## config.mk

```make
export PLATFORM = sky130hd
export DESIGN_NAME = coherence_bus_ctrl
export DESIGN_NICKNAME = d
export VERILOG_FILES = /design/src/rtl/coherence_bus_ctrl.sv
export SDC_FILE = /design/constraint.sdc
export NUM_CORES = 1
export LEC_CHECK = 0
export CORE_AREA = 4 4 141 143
export CTS_CLUSTER_DIAMETER = 80
export CTS_CLUSTER_SIZE = 20
export DETAILED_ROUTE_END_ITERATION = 8
export DIE_AREA = 0 0 145 147
export HOLD_SLACK_MARGIN = 0.12
export PLACE_DENSITY_LB_ADDON = 0.05
export SLEW_MARGIN = 10
export SYNTH_ARGS = -nofsm -noshare
export SYNTH_HDL_FRONTEND = slang
export SYNTH_SLANG_ARGS = --single-unit
```

## constraint.sdc

```tcl
create_clock -name CLK -period 1.71 [get_ports CLK]
set_input_delay 0.342 -clock CLK [delete_from_list [all_inputs] [get_ports CLK]]
set_output_delay 0.342 -clock CLK [all_outputs]
set_load 0.005 [all_outputs]
```

## src/rtl/coherence_bus_ctrl.sv

```systemverilog
// ---------------------------------------------------------------------------
// coherence_bus_ctrl
//
// Responder end of the dcache coherence/memory interface for a two-core
// system. Arbitrates the two dcaches' read-miss (dREN), writeback (dWEN) and
// upgrade (cctrans & ccwrite) requests, snoops the non-requesting cache and
// serves two-word blocks either cache-to-cache (with RAM updated in parallel)
// or from RAM. Evictions are written straight to RAM; upgrades issue a
// one-cycle invalidation to the other cache.
//
// Ports (index [i] selects cache i):
//   CLK, RST         clock, synchronous active-high reset
//   dREN/dWEN        per-cache block read / writeback request
//   daddr/dstore     per-cache word address / store (and snoop supply) data
//   cctrans/ccwrite  per-cache coherence transaction / write-intent or dirty
//   dwait/dload      per-cache wait (low one cycle per word) / load data
//   ccwait/ccinv     snoop in progress / invalidate, on the snooped cache
//   ccsnoopaddr      per-cache snoop address
//   ramREN/ramWEN    RAM read / write strobe (never both high)
//   ramaddr/ramstore RAM address / write data
//   ramload/ramwait  RAM read data / busy
//
// Configuration:
//   ARB_RR_EN  defined   -> round-robin grant on simultaneous requests
//              undefined -> fixed priority, cache 0 wins
// ---------------------------------------------------------------------------
module coherence_bus_ctrl #(
    parameter int WORD_W    = 32,
    parameter int BLK_WORDS = 2
) (
    input  logic                   CLK,
    input  logic                   RST,
    input  logic [1:0]             dREN,
    input  logic [1:0]             dWEN,
    input  logic [1:0][WORD_W-1:0] daddr,
    input  logic [1:0][WORD_W-1:0] dstore,
    input  logic [1:0]             cctrans,
    input  logic [1:0]             ccwrite,
    output logic [1:0]             dwait,
    output logic [1:0][WORD_W-1:0] dload,
    output logic [1:0]             ccwait,
    output logic [1:0]             ccinv,
    output logic [1:0][WORD_W-1:0] ccsnoopaddr,
    output logic                   ramREN,
    output logic                   ramWEN,
    output logic [WORD_W-1:0]      ramaddr,
    output logic [WORD_W-1:0]      ramstore,
    input  logic [WORD_W-1:0]      ramload,
    input  logic                   ramwait
);

    typedef enum logic [3:0] {
        IDLE, SNOOP, C2C0, C2C1, RAM0, RAM1, WB0, WB1, INV
    } state_t;

    // Blocks are two words, so the word counter is a single bit.
    localparam logic LAST_WORD = 1'(BLK_WORDS - 1);

    state_t     state;
    logic       gnt;        // granted requester r
    logic       oth;        // snooped cache o = ~r
    logic       wcnt;       // words completed in the current block
    logic [1:0] req;
    logic       pick;       // requester selected in IDLE
    logic       orig_req;   // request that started the current transaction
    logic       abort;
    logic       word_done;

    assign req = dREN | dWEN | (cctrans & ccwrite);
    assign oth = ~gnt;

`ifdef ARB_RR_EN
    logic last_grant;

    always_comb begin
        if (req == 2'b11) pick = ~last_grant;
        else              pick = ~req[0];
    end

    // Reset value 1 makes cache 0 the first winner of a tie.
    always_ff @(posedge CLK) begin
        if (RST)                       last_grant <= 1'b1;
        else if (state == IDLE && |req) last_grant <= pick;
    end
`else
    assign pick = ~req[0];
`endif

    function automatic state_t next_word(input state_t s);
        case (s)
            C2C0:    return C2C1;
            RAM0:    return RAM1;
            WB0:     return WB1;
            default: return s;
        endcase
    endfunction

    // The request kind that opened the transaction is implied by the state.
    always_comb begin
        case (state)
            WB0, WB1: orig_req = dWEN[gnt];
            INV:      orig_req = cctrans[gnt];
            default:  orig_req = dREN[gnt];
        endcase
    end

    assign abort     = (state != IDLE) && !orig_req;
    assign word_done = (state inside {C2C0, C2C1, RAM0, RAM1, WB0, WB1}) && !ramwait;

    // NOTE: sequential state uses non-blocking assignments so every register
    // samples pre-edge values regardless of statement order.
    always_ff @(posedge CLK) begin
        if (RST) begin
            state <= IDLE;
            gnt   <= 1'b0;
            wcnt  <= 1'b0;
        end else if (abort) begin
            // A word strobed in this cycle still completes on the RAM side.
            state <= IDLE;
            wcnt  <= 1'b0;
        end else begin
            case (state)
                IDLE: begin
                    wcnt <= 1'b0;
                    if (|req) begin
                        gnt <= pick;
                        if (dWEN[pick])      state <= WB0;
                        else if (dREN[pick]) state <= SNOOP;
                        else                 state <= INV;
                    end
                end
                SNOOP:   state <= (cctrans[oth] & ccwrite[oth]) ? C2C0 : RAM0;
                INV:     state <= IDLE;
                default: begin
                    if (word_done) begin
                        if (wcnt == LAST_WORD) begin
                            state <= IDLE;
                            wcnt  <= 1'b0;
                        end else begin
                            state <= next_word(state);
                            wcnt  <= wcnt + 1'b1;
                        end
                    end
                end
            endcase
        end
    end

    // NOTE: every output gets a default before the case so no path leaves a
    // combinational output unassigned (which would infer a latch).
    always_comb begin
        dwait       = 2'b11;
        dload       = '0;
        ccwait      = 2'b00;
        ccinv       = 2'b00;
        ccsnoopaddr = '0;
        ramREN      = 1'b0;
        ramWEN      = 1'b0;
        ramaddr     = '0;
        ramstore    = '0;
        case (state)
            SNOOP: begin
                if (!abort) begin
                    ccwait[oth]      = 1'b1;
                    ccinv[oth]       = ccwrite[gnt];
                    ccsnoopaddr[oth] = daddr[gnt];
                end
            end
            C2C0, C2C1: begin
                if (!abort) begin
                    ccwait[oth]      = 1'b1;
                    ccinv[oth]       = ccwrite[gnt];
                    ccsnoopaddr[oth] = daddr[gnt];
                end
                dload[gnt] = dstore[oth];
                ramWEN     = 1'b1;
                ramaddr    = daddr[gnt];
                ramstore   = dstore[oth];
                dwait[gnt] = ramwait;
            end
            RAM0, RAM1: begin
                ramREN     = 1'b1;
                ramaddr    = daddr[gnt];
                dload[gnt] = ramload;
                dwait[gnt] = ramwait;
            end
            WB0, WB1: begin
                ramWEN     = 1'b1;
                ramaddr    = daddr[gnt];
                ramstore   = dstore[gnt];
                dwait[gnt] = ramwait;
            end
            INV: begin
                if (!abort) begin
                    ccwait[oth]      = 1'b1;
                    ccinv[oth]       = 1'b1;
                    ccsnoopaddr[oth] = daddr[gnt];
                end
                dwait[gnt] = 1'b0;
            end
            default: ;
        endcase
    end

endmodule

```

==> impl_metrics.env, run 1 <==
export IMPL_timing_rr_start="state[2]$_SDFFE_PP0P_"
export IMPL_clockBufferDepth=2
export IMPL_layout_setup_ws_ns=-0.558
export IMPL_nFillCells=1812
export IMPL_clock_sinks=6
export IMPL_worstReg2RegEnd="state[1]$_SDFFE_PP0P_"
export IMPL_clkPwrFrac=0.032
export IMPL_async_flop_share=0
export IMPL_violations="setup timing"
export IMPL_root_buffer="clkbuf_16"
export IMPL_grt_max_degree=27
export IMPL_yosys_area_top_type="nand2_1"
export IMPL_initial_core_util=0.143
export IMPL_setup_tns_ns=-69.02
export IMPL_p_int_uw=6890
export IMPL_postCtsHoldBufs=0
export IMPL_cts_tree="yes"
export IMPL_cts_max_level=1
export IMPL_synth_top_area_share=0.332
export IMPL_io_buffers=370
export IMPL_grt_pass1_wl_um=37100
export IMPL_netlist_area_um2=2650
export IMPL_grt_pass1_vias=6341
export IMPL_die_h_um=147
export IMPL_synth_nets=725
export IMPL_worstHoldPathCells=2
export IMPL_cp_data_required_time_ns=1.37
export IMPL_post_route_min_period_ns=2.27
export IMPL_dieArea_um2=21300
export IMPL_synthAdderAreaFrac=0
export IMPL_dr_total_vias=6052
export IMPL_cap_viol_max_count=0
export IMPL_p_seq_frac=0.021
export IMPL_synth_top_family_by_area="simple AND/OR/NAND/NOR gates"
export IMPL_period_share=1.33
export IMPL_clock_latency_ns=0.23
export IMPL_viasPerCell=4.58
export IMPL_cts_buffers=3
export IMPL_slew_limit_headroom=0.775
export IMPL_synth_xor_area_frac=0.00661
export IMPL_rr_worst_depth=7
export IMPL_endpoint_kind="output pin"
export IMPL_io_pins=371
export IMPL_p_switching_uw=5610
export IMPL_power_frac_comb=0.946
export IMPL_crit_path_start="gnt$_SDFFE_PP0P_"
export IMPL_hold_violations=0
export IMPL_maxSlewViolCount=0
export IMPL_cp_max_fo=6
export IMPL_final_util=0.506
export IMPL_synth_cells=554
export IMPL_synth_avg_cell_area_um2=4.78
export IMPL_synth_compound_area_frac=0.335
export IMPL_start_kind="register"
export IMPL_finalNetCount=1258
export IMPL_synth_top_flop_cell="dfxtp_1"
export IMPL_avgRoutedWirePerCell_um=19.2
export IMPL_track_usage=0.217
export IMPL_antenna_left=0
export IMPL_fp_coreArea_um2=18600
export IMPL_leakagePower_uw=0.00436
export IMPL_holdCritPathClass="register to register"
export IMPL_rsz0062_at_grt="true"
export IMPL_rows=50
export IMPL_synth_edff_count=0
export IMPL_cp_arrival_ns=1.93
export IMPL_drcViolationCount=0
export IMPL_yosysWarnings=0
export IMPL_yosysSeqAreaShare=0.0453
export IMPL_power_density_nw_per_um2=1330
export IMPL_worst_pin_slew_ns=0.336
export IMPL_synth_mux_area_frac=0.0113
export IMPL_globalplace_congestion=0.888
export IMPL_dieWidth_um=145
export IMPL_synthSimpleGateAreaFrac=0.495
export IMPL_fin_worst_skew_ns=0.00101
export IMPL_status="finished with violations"
export IMPL_ys_types=44
export IMPL_fmax_ghz=0.441
export IMPL_ys_seq_elements=6
export IMPL_irDropWorstVdd_v=0.000648
export IMPL_synth_area_leaders="nand2_1, a21oi_1, nor2_1"
export IMPL_area_growth_pct=255
export IMPL_routed_wl_um=25400
export IMPL_endpoint="ccsnoopaddr[18]"
export IMPL_drt_iter0_drc=149
export IMPL_drive_gt1_frac=0.615
export IMPL_path_clk_slew_ns=0.04
export IMPL_r2r_setup_slack_ns=-0.02
export IMPL_finalSetupViolCount=201
export IMPL_path_class="register to output pin"
export IMPL_grt_ovfl_total=0
export IMPL_antenna_found_initial=2
export IMPL_swShare=0.449
export IMPL_post_dp_hpwl_um=17500
export IMPL_firstDrtPassIters=4
[cells by family after synthesis]
family / count (synthesis)
compound gates: 160
xor+xnor: 2
buf+inv: 56
flops: 6
mux: 3
simple gates: 327
[registers in the layout, indices dropped and copies added (netlist names)]
signal	flops
gnt	1
state	4
wcnt	1
[cell type report]
class	instances	area, µm²	area share
antenna	2	5.00	0.000533
clock buffer	4	78.8	0.00839
inverter	5	31.3	0.00333
multi-input combinational	492	3450	0.368
sequential	6	133	0.0141
tap	234	293	0.0312
timing repair buffer	579	5400	0.575
[synth_stat cells, types with 3 or more instances]
cell type	n
buf_6	3
nor2_1	71
nor3_1	5
clkbuf_1	14
buf_2	23
mux2i_1	3
inv_1	3
buf_1	5
o21ai_0	3
buf_4	6
a21oi_1	139
dfxtp_1	6
nand3_1	3
nand2_1	234
[power by group through the flow]
stage	sequential (µW)	clock, µW	combinational, µW
2_1_floorplan	218	0	2970
3_3_place_gp	258	0	7230
3_5_place_dp	262	0	7220
4_1_cts	269	406	10400
5_1_grt	277	416	12500
6_report	268	404	11800
[metal layers]
layer,GRT usage,up-vias,share of wire
met5,0,-,0
met4,0.0746,0,0.044
met3,0.0645,58,0.078
met2,0.423,301,0.52
met1,0.220,2800,0.36
li1,-,2893,-
[how the worst min path moves through the flow]
stage	startpoint	endpoint	slack [ns]
6_report	wcnt$_SDFFE_PP0P_	wcnt$_SDFFE_PP0P_	0.62
4_1_cts	wcnt$_SDFFE_PP0P_	wcnt$_SDFFE_PP0P_	0.61
3_5_place_dp	wcnt$_SDFFE_PP0P_	wcnt$_SDFFE_PP0P_	0.61
2_1_floorplan	RST	gnt$_SDFFE_PP0P_	0.42
5_1_grt	wcnt$_SDFFE_PP0P_	wcnt$_SDFFE_PP0P_	0.68
3_3_place_gp	wcnt$_SDFFE_PP0P_	wcnt$_SDFFE_PP0P_	0.59
[layout by cell type (no fill, tap or decap), types with 12 or more instances in the layout]
master           instances
clkdlybuf4s50_1        166
nor2_1                  33
nand2_2                 38
buf_4                   79
clkdlybuf4s15_1         12
a21oi_1                 18
buf_12                  26
buf_8                   13
buf_6                   82
nor2_4                  17
nand2_1                156
nor2_2                  22
nand2_4                 40
buf_2                  180
a21oi_2                118
[metrics by stage]
stage | cells | hold slack [ns] | cell area, µm² | total power, µW | setup slack [ns]
CTS | 1296 | 0.614 | 8580 | 11000 | -0.541
global placement | 1185 | 0.589 | 7110 | 7480 | -0.852
floorplan | 554 | 0.421 | 2650 | 3190 | 0.0162
finish | 1322 | 0.621 | 9390 | 12500 | -0.558
detailed placement | 1185 | 0.606 | 7110 | 7480 | -0.849
global route | 1322 | 0.680 | 9390 | 13200 | -0.625
[timing repair]
action	4_1_cts	5_1_grt
setup buffers	102	39
setup endpoints to repair	205	204
pin swaps	77	84
resized for setup	1062	216
hold endpoints to repair	0	0
cloned	13	5
[critical path, stage by stage, from the launching register on]
cell and delay (ns):
dfxtp_4 0.38, mux2i_1 0.23, and3b_2 0.25, o21bai_4 0.18, buf_6 0.14, buf_6 0.12, buf_16 0.14, buf_6 0.10
nor2_2 0.03, buf_2 0.12
No activity file was read; power rests on OpenSTA's default activity.
==> run 2: changes to the inputs <==
GPL_TIMING_DRIVEN = 0   (was unset)
SETUP_SLACK_MARGIN = 0.2   (was unset)
SLEW_MARGIN = unset   (was 10)
==> run 2 against run 1 <==
Against the previous run:
- die area stayed put
- register-to-register slack got worse by 0.05 ns
- the flow still finishes with violations (setup timing)
- sequential cell count unchanged
- largest cell class unchanged
- sequential power decreased by 9.3%
- routed wire length rose by 5.0%
- total power grew 8.0%
- maximum frequency grew 2.0%
- largest power group unchanged
==> impl_metrics.env, run 2 (same netlist as run 1, synthesis figures left out) <==
export IMPL_area_growth_pct=271
export IMPL_drive_gt1_frac=0.670
export IMPL_worstHoldPathCells=2
export IMPL_track_usage=0.224
export IMPL_biggestRegsByFlops="state: 4 flops, gnt: 1 flops, wcnt: 1 flops"
export IMPL_dieArea_um2=21300
export IMPL_max_flop_register="state"
export IMPL_crit_path_frequent_cell="buf_12"
export IMPL_drt_iter0_drc=135
export IMPL_cp_top_family="buffers and inverters"
export IMPL_final_cell_mix="buf_2, clkdlybuf4s50_1, nand2_1"
export IMPL_p_int_uw=7360
export IMPL_grt_max_degree=11
export IMPL_start_kind="register"
export IMPL_leakagePower_uw=0.00446
export IMPL_period_share=1.30
export IMPL_cts_buffers=3
export IMPL_rr_worst_depth=8
export IMPL_clockBufferDepth=2
export IMPL_cp_num_buf_inv=5
export IMPL_io_pins=371
export IMPL_avgRoutedWirePerCell_um=20.5
export IMPL_placed_cell_area_um2=6820
export IMPL_postCtsHoldBufs=0
export IMPL_final_common_cell="buf_2"
export IMPL_maxSlewViolCount=0
export IMPL_drcViolationCount=0
export IMPL_irDropWorstVdd_v=0.000809
export IMPL_final_cell_area_um2=9820
export IMPL_largest_reg_flops=4
export IMPL_hold_end="wcnt$_SDFFE_PP0P_"
export IMPL_grt_ovfl_total=0
export IMPL_swShare=0.455
export IMPL_cp_max_fo=7
export IMPL_r2r_setup_slack_ns=-0.07
export IMPL_antenna_left=0
export IMPL_path_class="register to output pin"
export IMPL_finalNetCount=1240
export IMPL_dr_total_vias=5986
export IMPL_place_ws_ns=-1.10
export IMPL_final_cells=1303
export IMPL_timing_rr_start="state[2]$_SDFFE_PP0P_"
export IMPL_path_clk_slew_ns=0.04
export IMPL_fin_worst_skew_ns=0.00621
export IMPL_endpoint_kind="output pin"
export IMPL_rows=50
export IMPL_slew_limit_headroom=0.729
export IMPL_cp_data_required_time_ns=1.37
export IMPL_dieWidth_um=145
export IMPL_rsz0062_at_grt="true"
export IMPL_globalplace_congestion=0.816
export IMPL_critical_path_max_stage_delay_ns=0.38
export IMPL_cp_cell_sequence="mux2i_2 -> and3b_2 -> o21bai_4 -> buf_12 -> buf_12 -> buf_12 -> buf_8 -> nor2_2 -> buf_2"
export IMPL_crit_path_top_delay_cell="dfxtp_4"
export IMPL_fp_coreArea_um2=18600
export IMPL_cp_arrival_ns=1.88
export IMPL_holdCritPathClass="register to register"
export IMPL_fmax_ghz=0.450
export IMPL_cts_tree="yes"
export IMPL_grt_pass1_wl_um=37700
export IMPL_layout_setup_ws_ns=-0.514
export IMPL_setup_tns_ns=-78.19
export IMPL_worst_pin_slew_ns=0.406
export IMPL_power_density_nw_per_um2=1370
export IMPL_initial_core_util=0.143
export IMPL_clock_latency_ns=0.23
export IMPL_cap_viol_max_count=0
export IMPL_routed_wl_um=26700
export IMPL_firstDrtPassIters=4
export IMPL_nFillCells=1851
export IMPL_clkPwrFrac=0.029
export IMPL_violations="setup timing"
export IMPL_p_switching_uw=6130
export IMPL_status="finished with violations"
export IMPL_io_buffers=370
export IMPL_finalSetupViolCount=201
export IMPL_dp_cells=1158
export IMPL_post_dp_hpwl_um=19000
export IMPL_crit_path_start="gnt$_SDFFE_PP0P_"
export IMPL_hold_start="wcnt$_SDFFE_PP0P_"
export IMPL_root_buffer="clkbuf_16"
export IMPL_hold_violations=0
export IMPL_worstReg2RegEnd="state[2]$_SDFFE_PP0P_"
export IMPL_post_route_min_period_ns=2.22
export IMPL_cts_max_level=1
export IMPL_viasPerCell=4.59
export IMPL_grt_pass1_vias=6081
export IMPL_power_frac_comb=0.953
export IMPL_p_seq_frac=0.018
export IMPL_antenna_found_initial=1
export IMPL_die_h_um=147
export IMPL_clock_sinks=6
[run 2: how the worst max path moves through the flow]
| stage | end | slack, ns | cells after the start |
|---|---|---|---|
| after floorplan | ccsnoopaddr[55] | 0.10 | 6 |
| after global placement | ccsnoopaddr[54] | -1.09 | 8 |
| after detailed placement | ccwait[0] | -1.10 | 8 |
| after CTS | ccsnoopaddr[61] | -0.55 | 9 |
| after global routing | ccsnoopaddr[62] | -0.57 | 9 |
| final | ccsnoopaddr[62] | -0.51 | 9 |
[run 2: final cells by class]
type | instances | area [µm²] | area share
repair buffers | 511 | 4680 | 0.477
multi-input cells | 492 | 3830 | 0.390
plain buffers | 50 | 771 | 0.0785
well taps | 234 | 293 | 0.0298
flip-flops and latches | 6 | 128 | 0.0130
clock buffers | 4 | 78.8 | 0.00803
inverters | 5 | 33.8 | 0.00344
diodes | 1 | 2.50 | 0.000255
[run 2: timing repair]
action / CTS / global route
gates cloned: 17 / 5
setup endpoints to repair: 205 / 206
buffers inserted: 91 / 28
gates resized for setup: 1085 / 364
pin swaps: 85 / 142
[run 2: power groups by stage]
stage / combinational (µW) / clock (µW) / sequential, µW
floorplan: 3240 / 0 / 227
global placement: 6980 / 0 / 235
detailed placement: 6910 / 0 / 237
CTS: 10500 / 396 / 243
global route: 13600 / 406 / 249
finish: 12900 / 395 / 243
[run 2: per-stage QoR]
stage / total power, µW / hold slack (ns) / util
after CTS: 11100 / 0.635 / 0.437
after global routing: 14300 / 0.656 / 0.528
after floorplan: 3470 / 0.411 / -
final: 13500 / 0.648 / 0.528
after global placement: 7220 / 0.627 / 0.367
after detailed placement: 7150 / 0.632 / 0.367
[run 2: tightest hold or removal path, delay by kind of cell (launching register included)]
family,cells,cell delay [ns]
AO/OA/AOI/OAI,1,0.18
flip-flops,1,0.37
AND/OR/NAND/NOR,1,0.05
[run 2: per-layer routing]
layer	vias up	global-route usage	share of wire
li1	2868	-	-
met1	2796	0.245	0.36
met2	283	0.435	0.53
met3	39	0.0543	0.075
met4	0	0.0561	0.030
met5	-	0	0
==> run 3: changes to the inputs <==
CORE_AREA = 2 2 144 146   (was 4 4 141 143)
DIE_AREA = 0 0 146 148   (was 0 0 145 147)
==> run 3 against run 2 <==
Against the previous run:
- the run still ends with setup timing left
- clock-buffer cell count unchanged
- cell count up 4.1%
- register-to-register slack better by 0.12 ns
- critical path depth up 2
- clock power down 2%
- combinational power down 4%
- sequential share of layout area about the same
- core utilization down 5.3 points
- worst hold slack worse by 0.027 ns
- clock skew down 0.0039 ns
- maximum frequency down 3.8%
- global-route usage up 0.12 points
==> impl_metrics.env, run 3 (same netlist as run 1, synthesis figures left out) <==
export IMPL_status="finished with violations"
export IMPL_violations="setup timing"
export IMPL_post_dp_hpwl_um=19400
export IMPL_globalplace_congestion=0.823
export IMPL_dieWidth_um=146
export IMPL_initial_core_util=0.132
export IMPL_max_flop_register="state"
export IMPL_final_common_cell="buf_2"
export IMPL_worstHoldPathCells=2
export IMPL_leakagePower_uw=0.00448
export IMPL_biggestRegsByFlops="state: 4 flops, gnt: 1 flops, wcnt: 1 flops"
export IMPL_fp_coreArea_um2=20000
export IMPL_dp_cells=1194
export IMPL_postCtsHoldBufs=0
export IMPL_dieArea_um2=21600
export IMPL_cp_arrival_ns=1.97
export IMPL_rsz0062_at_grt="true"
export IMPL_cts_tree="yes"
export IMPL_dr_total_vias=6031
export IMPL_io_pins=371
export IMPL_cts_buffers=3
export IMPL_holdCritPathClass="register to register"
export IMPL_firstDrtPassIters=4
export IMPL_fin_hold_ws_ns=0.620
export IMPL_worstReg2RegEnd="state[2]$_SDFFE_PP0P_"
export IMPL_cts_max_level=1
export IMPL_critical_path_max_stage_delay_ns=0.30
export IMPL_rr_worst_depth=6
export IMPL_fin_worst_skew_ns=0.00234
export IMPL_period_share=1.35
export IMPL_power_density_nw_per_um2=1370
export IMPL_endpoint_kind="output pin"
export IMPL_drcViolationCount=0
export IMPL_irDropWorstVdd_v=0.000575
export IMPL_p_total_uw=13100
export IMPL_r2r_setup_slack_ns=0.05
export IMPL_start_kind="register"
export IMPL_grt_pass1_vias=6101
export IMPL_grt_pass1_wl_um=37700
export IMPL_finalSetupViolCount=199
export IMPL_maxSlewViolCount=0
export IMPL_worst_pin_slew_ns=0.412
export IMPL_cp_cell_sequence="buf_6 -> buf_4 -> nor3_4 -> o21bai_4 -> buf_4 -> buf_6 -> buf_6 -> buf_8 -> buf_4 -> nor2_2 -> buf_2"
export IMPL_root_buffer="clkbuf_16"
export IMPL_path_clk_slew_ns=0.03
export IMPL_setup_tns_ns=-85.57
export IMPL_drive_gt1_frac=0.623
export IMPL_timing_rr_start="state[1]$_SDFFE_PP0P_"
export IMPL_io_buffers=370
export IMPL_clock_sinks=6
export IMPL_avgRoutedWirePerCell_um=19.7
export IMPL_viasPerCell=4.45
export IMPL_routed_wl_um=26800
export IMPL_endpoint="ccsnoopaddr[25]"
export IMPL_rows=52
export IMPL_finalNetCount=1257
export IMPL_clock_latency_ns=0.23
export IMPL_cp_data_required_time_ns=1.37
export IMPL_final_util=0.476
export IMPL_layout_setup_ws_ns=-0.602
export IMPL_track_usage=0.226
export IMPL_antenna_found_initial=3
export IMPL_die_h_um=148
export IMPL_drt_iter0_drc=175
export IMPL_grt_max_degree=11
export IMPL_crit_path_start="state[3]$_SDFFE_PP0P_"
export IMPL_area_growth_pct=260
export IMPL_grt_ovfl_total=0
export IMPL_final_cells=1356
export IMPL_path_class="register to output pin"
export IMPL_cap_viol_max_count=0
export IMPL_post_route_min_period_ns=2.31
export IMPL_crit_path_top_delay_cell="dfxtp_2"
export IMPL_hold_violations=0
export IMPL_fmax_ghz=0.433
export IMPL_slew_limit_headroom=0.725
export IMPL_cp_max_fo=6
export IMPL_clockBufferDepth=2
export IMPL_largest_reg_flops=4
export IMPL_final_cell_mix="buf_2, clkdlybuf4s50_1, nand2_1"
export IMPL_antenna_left=0
## run 3: cell types whose count changed in the layout (fill, tap and decap cells not counted), sizes merged
cell           previous run  this run
inv                       4         5
clkinv                    1         0
clkbuf                   17        21
buf                     377       384
clkdlybuf4s50           165       166
dlygate4sd2               4         6
dlymetal6s2s              0         3
## run 3: power by group
part           total [µW]  internal (µW)  leakage [µW]  switching [µW]
logic               12400           6750       0.00439            5690
clock network         386            309     0.0000382            77.2
registers             242            195     0.0000511            47.0
total               13100           7250       0.00448            5820
## run 3: stage by stage
stage | setup slack (ns) | area (µm²)
6_report | -0.602 | 9540
5_1_grt | -0.671 | 9540
4_1_cts | -0.633 | 8420
3_5_place_dp | -1.10 | 6860
3_3_place_gp | -1.11 | 6860
2_1_floorplan | 0.104 | 2820
## run 3: final cells by class
class	instances	area, µm²
multi-input cells	492	3450
inverters	5	28.8
clock buffers	4	78.8
fillers	2158	10500
flip-flops and latches	6	128
plain buffers	50	761
repair buffers	528	4750
well taps	270	338
diodes	1	2.50
## run 3: what timing repair did
action	4_1_cts	5_1_grt
gates cloned	13	5
hold endpoints to repair	0	0
pin swaps	82	87
resized for setup	948	360
buffers inserted	95	45
endpoints found under the setup margin	206	206
## run 3: worst max-delay path: cells and delay by family, from the launching register on
kind / cells / cell delay [ns]
compound gates: 1 / 0.10
buf+inv: 8 / 1.00
flops: 1 / 0.30
simple gates: 2 / 0.31
## run 3: worst min-delay path by stage
stage | start | endpoint | slack [ns]
floorplan | RST | gnt$_SDFFE_PP0P_ | 0.41
global placement | wcnt$_SDFFE_PP0P_ | wcnt$_SDFFE_PP0P_ | 0.61
detailed placement | wcnt$_SDFFE_PP0P_ | wcnt$_SDFFE_PP0P_ | 0.61
CTS | wcnt$_SDFFE_PP0P_ | wcnt$_SDFFE_PP0P_ | 0.62
global route | wcnt$_SDFFE_PP0P_ | wcnt$_SDFFE_PP0P_ | 0.66
finish | wcnt$_SDFFE_PP0P_ | wcnt$_SDFFE_PP0P_ | 0.62
## run 3: routing by layer
layer  GRT usage  up-vias  share of wire
li1            -     2918              -
met1       0.246     2840           0.37
met2       0.451      251           0.55
met3      0.0540       20          0.066
met4      0.0282        2          0.014
met5           0        -        0.00045
==> edit: new RTL, flow settings as in run 2 <==
`WORD_W`: 32 -> 24.
--- a/src/rtl/coherence_bus_ctrl.sv
+++ b/src/rtl/coherence_bus_ctrl.sv
@@ -25,7 +25,7 @@
 //              undefined -> fixed priority, cache 0 wins
 // ---------------------------------------------------------------------------
 module coherence_bus_ctrl #(
-    parameter int WORD_W    = 32,
+    parameter int WORD_W    = 24,
     parameter int BLK_WORDS = 2
 ) (
     input  logic                   CLK,
Interface: changed (7 resized); port bits go from 371 to 283. No check against the original RTL was run, so the function may have changed too.
==> edit against run 2 <==
  * The run still ends with setup timing left
  * Critical path type unchanged
  * Final cell count fell by 20%
  * Largest cell class unchanged
  * Clock power fell by 4%
  * Fmax down 2.9%
  * Sequential cell count stayed put
  * Wire length is 23% lower
  * Setup slack worse by 0.067 ns
  * Non-clock buffer count shrank 157
  * First-iteration DRC count decreased by 9.6%
  * Worst hold slack worse by 0.070 ns
  * Cell area down 22%
  * Power is 12% lower
  * Highest routed layer unchanged
  * Area after synthesis fell by 14%
  * Count of clock-buffer cells in the layout decreased by 1
  * Combinational power decreased by 13%
==> edit: results (changes against run 2) <==
metric;value;unit;change
status;finished with violations;;unchanged
violations;setup timing;;unchanged
drive_gt1_share;62.2;%;was 67.0%
stdcell_count;1038;;was 1303
dp.final_hpwl;15.2;mm;was 19.0 mm
grt_antenna_before_repair;0;;was 1
preCtsSetupSlack;-1.06;ns;was -1.10 ns
port_buffers;282;;was 370
ys_types;43;;was 44
path_delay_family;simple AND/OR/NAND/NOR gates;;was buffers and inverters
nets;937;;was 1240
cellLeakagePower;3.33;nW;was 4.46 nW
setup_violations;157;;was 201
fillCellCount;1930;;was 1851
place_inst;957;;was 1158
reg2reg_from;state[0];;was state[2]
place_congestion;0.844;;was 0.816
cp_slowest_stage_delay;0.56;ns;was 0.38 ns
synth.area.top_cells;nand2_1 (24%), a21oi_1 (18%), nor3_1 (11%);;was nand2_1 (33%), a21oi_1 (26%), nor2_1 (10%)
track_usage;17.8;%;was 22.4%
synth_nets;572;;was 725
synth_common_cells;nand2_1 (147), a21oi_1 (81), nor3_1 (50), clkbuf_1 (34), nand2b_1 (26);;was nand2_1 (234), a21oi_1 (139), nor2_1 (71), buf_2 (23), clkbuf_1 (14)
vdd_drop_max;0.539;mV;was 0.809 mV
setup_ws;-0.581;ns;was -0.514 ns
diodes;0;;was 1
grt_pass1_wl;30.4;mm;was 37.7 mm
arrival;1.95;ns;was 1.88 ns
first_iter_violations;122;;was 135
routedWlPerCell;19.7;µm;was 20.5 µm
vias_per_cell;4.51;;was 4.59
crit_fanout;8;;was 7
grt_pass1_vias;4927;;was 6081
## edit: repair_timing
action / in CTS / in global routing
pin swaps: 55 / 68
setup buffers: 45 / 18
setup endpoints to repair: 158 / 158
cloned: 9 / 6
gates resized for setup: 761 / 162
## edit: routing by layer
metal	GRT usage [%]	share of wire (%)
met5	0	0
met4	2.28	1.4
met3	4.69	6.8
met2	33.6	52
met1	20.7	39
## edit: metrics by stage
stage,hold WS [ns],cell area (µm²)
2_1_floorplan,0.415,3000
3_3_place_gp,0.558,6110
3_5_place_dp,0.568,6110
4_1_cts,0.573,6820
5_1_grt,0.622,7620
6_report,0.577,7620
## edit: logic make-up (layout without fill, tap and decap cells)
| logic type | after synthesis | in the layout | synth area share (%) |
|---|---|---|---|
| buffers and inverters | 49 | 412 | 8.52 |
| AND/OR/NAND/NOR | 251 | 251 | 50.0 |
| XOR/XNOR | 2 | 2 | 0.769 |
| AO/OA/AOI/OAI | 130 | 130 | 34.1 |
| multiplexers | 3 | 3 | 1.32 |
| flip-flops | 6 | 6 | 5.27 |
## edit: area by class of cell
type | count | share of cell area [%]
buffer | 44 | 8.51
clock buffer | 3 | 0.986
inverter | 5 | 0.296
multi-input combinational | 386 | 43.3
sequential | 6 | 1.76
tap | 234 | 3.84
timing repair buffer | 360 | 41.3
## edit: worst min-delay path, delay by kind of cell, from the launching register on
kind	cells	cell delay [ns]
compound gates	2	0.17
flops	1	0.36
## edit: final timing paths
kind / to / slack, ns / depth (start not counted)
worst min-delay path: wcnt / 0.58 / 2
worst min register to register: wcnt / 0.58 / 2
worst max register to register: state[1] / -0.19 / 6
worst max-delay path: ccsnoopaddr[24] / -0.58 / 7
## edit: power by group through the flow
stage                     clock (mW)  sequential [mW]  combinational (mW)
after floorplan                    0            0.234                4.03
after global placement             0            0.245                7.53
after detailed placement           0            0.247                7.51
after CTS                      0.390            0.268                9.25
after global routing           0.402            0.282                11.9
final                          0.380            0.270                11.2
